===== src/rtl/fir_coef_pkg.sv =====
// Shared types and constants for the double-buffered FIR coefficient loader.
package fir_coef_pkg;

  typedef enum logic [1:0] {
    IDLE,
    ARMED,
    SWAP
  } state_t;

  localparam int WR_BIT = 8;
  localparam int CM_BIT = 9;
  localparam int COEF_W = 16;
  localparam int ERR_W  = 8;

endpackage


===== src/rtl/coef_bank_ram.sv =====
// Two-bank coefficient store: one write port into the shadow bank, one
// registered read port from the active bank. Address MSB selects the bank.
module coef_bank_ram
  import fir_coef_pkg::*;
#(
  parameter int ADDR_W = 4
) (
  input  logic                clk,
  input  logic                rst_n,
  input  logic                we,
  input  logic [ADDR_W:0]     wr_addr,
  input  logic [2*COEF_W-1:0] wr_data,
  input  logic [ADDR_W:0]     rd_addr,
  output logic [2*COEF_W-1:0] rd_data
);

  // Depth is 2*N_PAIRS whenever N_PAIRS is a power of two.
  logic [2*COEF_W-1:0] mem [2**(ADDR_W+1)];

  // NOTE: the array has no reset so it can map onto block RAM; only the read register is reset.
  always_ff @(posedge clk) begin
    if (we) mem[wr_addr] <= wr_data;
  end

  always_ff @(posedge clk or negedge rst_n) begin
    if (!rst_n) rd_data <= '0;
    else        rd_data <= mem[rd_addr];
  end

endmodule


===== src/rtl/fir_coef_loader.sv =====
// Double-buffered FIR coefficient loader: software fills the shadow bank and a
// commit arms a swap that only happens on the next frame sync.
// Build macro FIR_COEF_LOADER_FULLCHK_EN: commit accepted only once every pair is written.
module fir_coef_loader
  import fir_coef_pkg::*;
#(
  parameter int N_PAIRS = 16,
  parameter int ADDR_W  = 4
) (
  input  logic              user_clk,
  input  logic              user_rst_n,
  input  logic [31:0]       sw_data,
  input  logic [31:0]       sw_ctrl,
  input  logic              sync_in,
  input  logic [ADDR_W-1:0] rd_addr,
  output logic [31:0]       rd_data,
  output logic              active_bank,
  output logic              swap_pending,
  output logic [31:0]       status
);

  state_t            state, state_next;
  logic              edge_en, prev_wr, prev_cm;
  logic              wr_edge, cm_edge;
  logic [ADDR_W-1:0] wr_idx;
  logic              idx_ok, commit_ok;
  logic              ram_we, err_inc, accept, do_swap;
  logic [ERR_W-1:0]  err_cnt;
  logic              unused_ctrl;

  assign unused_ctrl = ^{sw_ctrl[31:CM_BIT+1], sw_ctrl[WR_BIT-1:ADDR_W]};

  assign wr_idx  = sw_ctrl[ADDR_W-1:0];
  assign wr_edge = edge_en & (sw_ctrl[WR_BIT] ^ prev_wr);
  assign cm_edge = edge_en & (sw_ctrl[CM_BIT] ^ prev_cm);
  assign idx_ok  = ({1'b0, wr_idx} < (ADDR_W+1)'(N_PAIRS));
  assign ram_we  = (state == IDLE) && wr_edge && idx_ok;
  assign do_swap = (state == SWAP);

  // First cycle after reset only captures the toggle levels, so a stale level is never an edge.
  // NOTE: sequential state uses <= so every register samples pre-edge values, whatever the block order.
  always_ff @(posedge user_clk or negedge user_rst_n) begin
    if (!user_rst_n) begin
      edge_en <= 1'b0;
      prev_wr <= 1'b0;
      prev_cm <= 1'b0;
    end else begin
      edge_en <= 1'b1;
      prev_wr <= sw_ctrl[WR_BIT];
      prev_cm <= sw_ctrl[CM_BIT];
    end
  end

`ifdef FIR_COEF_LOADER_FULLCHK_EN
  logic [N_PAIRS-1:0] wr_mask, wr_onehot;

  always_comb begin
    wr_onehot = '0;
    if (ram_we) wr_onehot[wr_idx] = 1'b1;
  end

  // A write in the same cycle as the commit counts towards the full set.
  assign commit_ok = &(wr_mask | wr_onehot);

  always_ff @(posedge user_clk or negedge user_rst_n) begin
    if (!user_rst_n)  wr_mask <= '0;
    else if (do_swap) wr_mask <= '0;
    else              wr_mask <= wr_mask | wr_onehot;
  end
`else
  assign commit_ok = 1'b1;
`endif

  always_ff @(posedge user_clk or negedge user_rst_n) begin
    if (!user_rst_n) state <= IDLE;
    else             state <= state_next;
  end

  // NOTE: every output of this block gets a default first, so no path can infer a latch.
  always_comb begin
    state_next = state;
    err_inc    = 1'b0;
    accept     = 1'b0;
    unique case (state)
      IDLE: begin
        if (wr_edge && !idx_ok) err_inc = 1'b1;
        if (cm_edge) begin
          if (commit_ok) begin
            accept     = 1'b1;
            state_next = ARMED;
          end else begin
            err_inc = 1'b1;
          end
        end
      end
      ARMED: begin
        if (wr_edge || cm_edge) err_inc = 1'b1;
        if (sync_in) state_next = SWAP;
      end
      SWAP: begin
        if (wr_edge || cm_edge) err_inc = 1'b1;
        state_next = IDLE;
      end
      default: state_next = IDLE;
    endcase
  end

  always_ff @(posedge user_clk or negedge user_rst_n) begin
    if (!user_rst_n) begin
      active_bank  <= 1'b0;
      swap_pending <= 1'b0;
      err_cnt      <= '0;
      status       <= '0;
    end else begin
      active_bank <= active_bank ^ do_swap;
      if (accept)       swap_pending <= 1'b1;
      else if (do_swap) swap_pending <= 1'b0;
      if (err_inc && (err_cnt != '1)) err_cnt <= err_cnt + 1'b1;
      status <= {16'h0000, err_cnt, 6'b000000, swap_pending, active_bank};
    end
  end

  coef_bank_ram #(
    .ADDR_W(ADDR_W)
  ) u_bank (
    .clk    (user_clk),
    .rst_n  (user_rst_n),
    .we     (ram_we),
    .wr_addr({~active_bank, wr_idx}),
    .wr_data(sw_data),
    .rd_addr({active_bank, rd_addr}),
    .rd_data(rd_data)
  );

endmodule


===== config.mk =====
export PLATFORM = sky130hd
export DESIGN_NAME = fir_coef_loader
export DESIGN_NICKNAME = d
export VERILOG_FILES = /design/src/rtl/fir_coef_pkg.sv /design/src/rtl/coef_bank_ram.sv /design/src/rtl/fir_coef_loader.sv
export SDC_FILE = /design/constraint.sdc
export NUM_CORES = 1
export LEC_CHECK = 0
export CAP_MARGIN = 5
export CORE_MARGIN = 1.5
export CORE_UTILIZATION = 55
export DETAILED_ROUTE_END_ITERATION = 7
export GPL_TIMING_DRIVEN = 0
export PLACE_DENSITY_LB_ADDON = 0.1
export SYNTH_ARGS = -nofsm -noshare
export SYNTH_HDL_FRONTEND = slang
export SYNTH_HIERARCHICAL = 1
export SYNTH_SLANG_ARGS = --single-unit
export TNS_END_PERCENT = 50

===== constraint.sdc =====
create_clock -name user_clk -period 3.3 [get_ports user_clk]
set_input_delay 0.33 -clock user_clk [delete_from_list [all_inputs] [get_ports user_clk]]
set_output_delay 0.33 -clock user_clk [all_outputs]
set_load 0.03 [all_outputs]

==> flow_metrics.py, run 1 <==
metrics = {
    "run_status": {
        "status": "finished clean",
    },
    "floorplan": {
        "num_rows": 100,
        "start_util_pct": 55.9,
        "die_y_um": 279,
        "ios": 137,
        "core_area_um2": 74800,
        "die_area_um2": 77700,
        "die_w_um": 279,
    },
    "layout": {
        "fillerInstances": 5125,
        "drive_gt1_share_pct": 12.6,
        "final_cells": 3685,
        "area_delta_synth_final_pct": 16.3,
        "design_area_um2": 48600,
        "nNetsFinal": 2700,
    },
    "global_routing": {
        "grt_overflow": 0,
        "antenna_found_initial": 0,
        "grt.total_usage_pct": 25.7,
        "grt_max_degree": 40,
        "grt_pass1_wl_um": 144000,
        "first_global_vias": 22100,
    },
    "power_and_ir_drop": {
        "powerDensity_nw_per_um2": 639,
        "vdd_ir_drop_max_uv": 497,
        "finalPower_mw": 31.1,
        "leakagePower_nw": 17.2,
    },
    "clock_tree": {
        "cts-root-buf": "clkbuf_16",
        "cts_tree": "done",
        "cts_made_buffers": 108,
        "h-tree-depth": 3,
        "cts_num_sinks": 1081,
        "clk_path_buf_depth": 3,
        "cts.clk_slew.worst_paths_ps": 60,
        "clock_latency_ps": 670,
    },
    "synthesis": {
        "ys_ff_latch": 1081,
        "synth_edf_count": 1024,
        "ys_seq_area_share_pct": 77.0,
        "syn_area_um2": 41800,
        "synth_cell_types": 40,
        "synth_flop_cell": "edfxtp_1",
        "yosys_warnings": 6,
        "yosys.area_share.simple_pct": 3.20,
        "synth_area_leaders": "edfxtp_1 (74%), mux2i_1 (12%), dfrtp_1 (3.4%), a22oi_1 (1.7%), a22o_1 (1.3%)",
        "synth-async-reset-ratio_pct": 5.27,
        "yosys-top-cells-count": "edfxtp_1 (1024), mux2i_1 (512), nand2_1 (102)",
        "synthCells": 2356,
        "synth_fa_ha_area_share_pct": 0.150,
        "synth-compound-area-share_pct": 4.91,
        "syn-mean-instance-area_um2": 17.7,
        "yosys.cell_count.top_type": "edfxtp_1",
        "synth_top_family_by_area": "multiplexers",
        "synth_largest_area_cell": "edfxtp_1",
        "synth_mux_area_share_pct": 12.4,
        "synth_top_area_share_pct": 73.6,
        "synth-xor-area-share_pct": 0.105,
    },
    "routing": {
        "vias": 22200,
        "first_pass_iters": 5,
        "drt_iter0_markers": 2228,
        "via_per_inst": 6.03,
        "wl_per_cell_um": 27.0,
        "ant_nets": 0,
        "drc_errors": 0,
        "drt_wl_total_um": 99500,
    },
    "sta": {
        "hold_viol": 0,
        "finalCritPeriodShare_pct": 96.2,
        "tightest_slew_ps": 1300,
        "tns_ps": 0,
        "setup_viol": 0,
        "final_max_slew_viol_count": 0,
        "slew_headroom_pct": 13.2,
        "setup_ws_ps": 125,
        "timing.fmax_ghz": 0.315,
        "rsz0062_at_grt": "no",
        "fin_worst_skew_ps": 16.9,
        "fin_crit_ps": 3170,
    },
    "worst_setup_path": {
        "cp-end-kind": "flip-flop",
        "cp_slowest_cell": "nor2_4",
        "crit_type": "reg2reg",
        "critPathMaxStageDelay_ps": 580,
        "crit_chain": "inv_1 -> ha_1 -> and3_2 -> or3b_2 -> clkbuf_1 -> nor2_4 -> buf_12",
        "crit_fanout": 22,
        "cp.arrival_ps": 3520,
        "required_ps": 3650,
        "setup.worst_path.start_class": "flip-flop",
    },
    "placed_design": {
        "pre_cts_slack_ps": -352,
        "place_area_um2": 44900,
        "io_buffers": 87,
        "place_inst": 3466,
        "gp_congestion": 0.788,
        "hpwlAfterDp_um": 63600,
    },
    "run": {
        "cap_violations": 0,
    },
    "worst_hold_path": {
        "worst_hold_path_type": "in2reg",
    },
}
## final timing paths
path	cells after the start	to	slack, ps	from
max in group asynchronous	3	u_bank/rd_data[22]	2490	user_rst_n
worst max register to register	7	u_bank/mem[4][16]	130	state[0]
worst max-delay path	7	u_bank/mem[4][16]	130	state[0]
min in group asynchronous	2	status[0]	200	user_rst_n
worst min register to register	0	status[1]	400	swap_pending
worst min-delay path	1	prev_cm	170	sw_ctrl[9]
## cell families (layout without fill, tap and decap cells)
| kind of cell | after synthesis | count (layout) |
|---|---|---|
| AOI/OAI and AO/OA | 300 | 300 |
| DFF | 1081 | 1081 |
| xor gates and xnor gates | 5 | 5 |
| other | 2 | 27 |
| buffers and inverters | 154 | 489 |
| muxes | 516 | 516 |
| adders and majority gates | 5 | 5 |
| and+or+nand+nor | 293 | 293 |
## layout by cell type, fill, tap and decap left out, drive strengths merged, types with 11 or more instances in the layout
master	netlist	layout
buf	101	154
a21oi	99	99
nor3	32	32
a22oi	96	96
dfrtp	57	57
nor2	36	36
edfxtp	1024	1024
a31oi	35	35
nand2	102	102
clkinv	0	42
conb	2	23
a22o	64	64
mux2i	512	512
bufinv	0	11
clkdlybuf4s50	0	83
clkbuf	48	188
nand3	101	101
## state kept, by name, indices dropped and copies added (netlist names)
register,count
prev_wr,1
edge_en,1
status,10
u_bank/mem,1024
swap_pending,1
err_cnt,8
active_bank,1
u_bank/rd_data,32
prev_cm,1
state,2
## what timing repair did
| item | CTS | global route |
|---|---|---|
| pin swaps | 1 | 3 |
| setup endpoints to repair | 17 | 62 |
| gates resized for setup | 0 | 1 |
| setup buffers | 1 | 8 |
| endpoints found under the hold margin | 18 | 0 |
| hold buffers | 1 | 0 |
## per-layer routing
metal | vias to the layer above | GRT usage [%] | share of wire [%]
li1 | 9800 | - | -
met5 | - | 0 | 0
met4 | 0 | 7.07 | 2.0
met3 | 136 | 3.61 | 6.7
met2 | 751 | 42.9 | 50
met1 | 11500 | 35.7 | 41
## stage by stage
| stage | utilization [%] | hold slack (ps) |
|---|---|---|
| after floorplan | - | 34.4 |
| after global placement | 58.7 | 389 |
| after detailed placement | 60.0 | 341 |
| after CTS | 64.7 | 141 |
| after global routing | 65.0 | 162 |
| final | 65.0 | 167 |
## report_power, final
group	switching, mW	total, mW	internal (mW)
registers	0.165	15.6	15.4
clock network	4.93	11.9	6.99
logic	2.36	3.55	1.19
## area by class of cell
cell class	instances	area, µm²	area share, %
repair buffers	137	1830	3.76
multi-input cells	1142	9000	18.5
inverters	5	18.8	0.0386
clock buffers	140	2890	5.93
plain buffers	149	921	1.89
well taps	969	1210	2.49
flip-flops and latches	1081	32200	66.2
diodes	4	10.0	0.0206
clock inverters	58	569	1.17
## worst max-delay path: cells and delay by family (launching register included)
kind / cells / cell delay, ps
buf+inv: 3 / 850
flops: 1 / 420
simple gates: 3 / 1330
fa+ha+maj: 1 / 230
(Power assumes the default switching activity.)
==> run 2, diff against run 1 <==
Settings changed: CAP_MARGIN 5 to 20.
==> flow_metrics.py, run 2 (synthesized netlist as in run 1, its figures left out) <==
metrics = {
    "floorplan": {
        "core_area_um2": 74800,
        "die_w_um": 279,
        "die_y_um": 279,
        "ios": 137,
        "die_area_um2": 77700,
        "start_util_pct": 55.9,
        "num_rows": 100,
    },
    "routing": {
        "ant_nets": 0,
        "drt_iter0_markers": 2112,
        "dr.max_layer_used": "met5",
        "wl_per_cell_um": 26.9,
        "wl_met3_um": 7640,
        "drt-met1-wl_um": 40900,
        "drc_errors": 0,
        "vias": 22300,
        "wl_met2_um": 49300,
        "drt_wl_total_um": 99800,
        "first_pass_iters": 7,
        "via_per_inst": 6.00,
    },
    "worst_setup_path": {
        "crit_type": "reg2reg",
        "crit_fanout": 22,
        "setup.worst_path.start_class": "flip-flop",
        "critPathMaxStageDelay_ps": 550,
        "cp-end-kind": "flip-flop",
        "required_ps": 3650,
        "cp_slowest_cell": "nor2_4",
        "startpoint": "state[0]",
        "r2r-start": "state[0]",
        "cp.arrival_ps": 3530,
        "crit_chain": "inv_1 -> ha_1 -> and3_1 -> or3b_2 -> buf_1 -> nor2_4 -> buf_12",
    },
    "power_and_ir_drop": {
        "vdd_ir_drop_max_uv": 361,
        "leakagePower_nw": 17.5,
        "finalPower_mw": 31.1,
        "powerDensity_nw_per_um2": 632,
    },
    "sta": {
        "hold_viol": 0,
        "rsz0062_at_grt": "yes",
        "fin_crit_ps": 3190,
        "timing.fmax_ghz": 0.314,
        "slew_headroom_pct": 26.8,
        "setup_viol": 0,
        "final_max_slew_viol_count": 0,
        "finalCritPeriodShare_pct": 96.6,
        "tns_ps": 0,
        "tightest_slew_ps": 1090,
        "fin_worst_skew_ps": 15.6,
        "holdWs_ps": 178,
    },
    "worst_hold_path": {
        "worst_hold_path_type": "in2reg",
        "hold_start": "sw_ctrl[9]",
    },
    "layout": {
        "top_regs": "u_bank/mem (1024), u_bank/rd_data (32), status (10)",
        "nNetsFinal": 2727,
        "mostFrequentLayoutCell": "edfxtp_1",
        "largest_reg_flops": 1024,
        "area_delta_synth_final_pct": 17.9,
        "final_core_util_pct": 65.8,
        "mostFrequentLayoutCells": "edfxtp_1 (1024), mux2i_1 (512), clkbuf_16 (120), nand2_1 (102), nand3_1 (101)",
        "top_register": "u_bank/mem",
        "fillerInstances": 5080,
        "drive_gt1_share_pct": 13.6,
    },
    "clock_tree": {
        "cts-root-buf": "clkbuf_16",
        "cts_made_buffers": 108,
        "clock_latency_ps": 660,
        "cts.clk_slew.worst_paths_ps": 60,
        "h-tree-depth": 3,
        "clk_path_buf_depth": 3,
        "cts_num_sinks": 1081,
        "cts_tree": "done",
    },
    "run": {
        "cap_violations": 0,
    },
    "placed_design": {
        "io_buffers": 87,
        "hpwlAfterDp_um": 64700,
        "gp_congestion": 0.788,
    },
    "global_routing": {
        "grt.total_usage_pct": 25.7,
        "first_global_vias": 22100,
        "grt_pass1_wl_um": 144000,
        "grt_max_degree": 40,
        "grt_overflow": 0,
        "antenna_found_initial": 2,
    },
    "run_status": {
        "status": "finished clean",
    },
}
run 2: routing by layer:
metal  up-vias  GRT usage [%]
met5         -              0
met4         2           7.09
met3       138           4.29
met2       830           42.5
met1     11500           35.7
li1       9869              -
run 2: path summary, 6_finish.rpt:
path	to	slack, ps	depth (start not counted)
min in group asynchronous	active_bank	190	2
worst min-delay path	prev_cm	180	1
worst max register to register	u_bank/mem[16][17]	110	7
worst max-delay path	u_bank/mem[16][17]	110	7
max in group asynchronous	u_bank/rd_data[15]	2490	3
worst min register to register	status[1]	400	0
run 2: worst max-delay path: cells and delay by family (launching register included):
kind                       cells  cell delay (ps)
DFF                            1              420
buffers and inverters          3              820
adders and majority gates      1              230
and+or+nand+nor                3             1360
run 2: what timing repair did:
action                                  4_1_cts  5_1_grt
hold endpoints to repair                     18        0
hold buffers                                  1        0
gates cloned                                  0        0
resized for setup                             0        3
setup buffers                                 1       11
endpoints found under the setup margin       15      157
pin swaps                                     1        6
run 2: final cells by class:
type	instances	area [µm²]	share of cell area [%]
well taps	969	1210	2.46
clock buffers	144	3000	6.10
repair buffers	164	2440	4.96
diodes	2	5.00	0.0102
clock inverters	59	477	0.968
plain buffers	149	922	1.87
multi-input cells	1142	9000	18.3
inverters	5	18.8	0.0381
flip-flops and latches	1081	32200	65.3
run 2: metrics by stage:
| stage | instances | setup WS (ps) | cell area [µm²] |
|---|---|---|---|
| 6_report | 3715 | 113 | 49300 |
| 3_3_place_gp | 3433 | -2140 | 44000 |
| 5_1_grt | 3713 | -26.8 | 49300 |
| 4_1_cts | 3685 | 43.8 | 48700 |
| 3_5_place_dp | 3480 | -344 | 45200 |
| 2_1_floorplan | 2377 | 19.2 | 41900 |
run 2: where the power goes:
group	internal, mW	switching (mW)	leakage [nW]
Combinational	1.26	2.37	5.92
Clock	6.98	4.94	1.72
Sequential	15.4	0.166	9.90
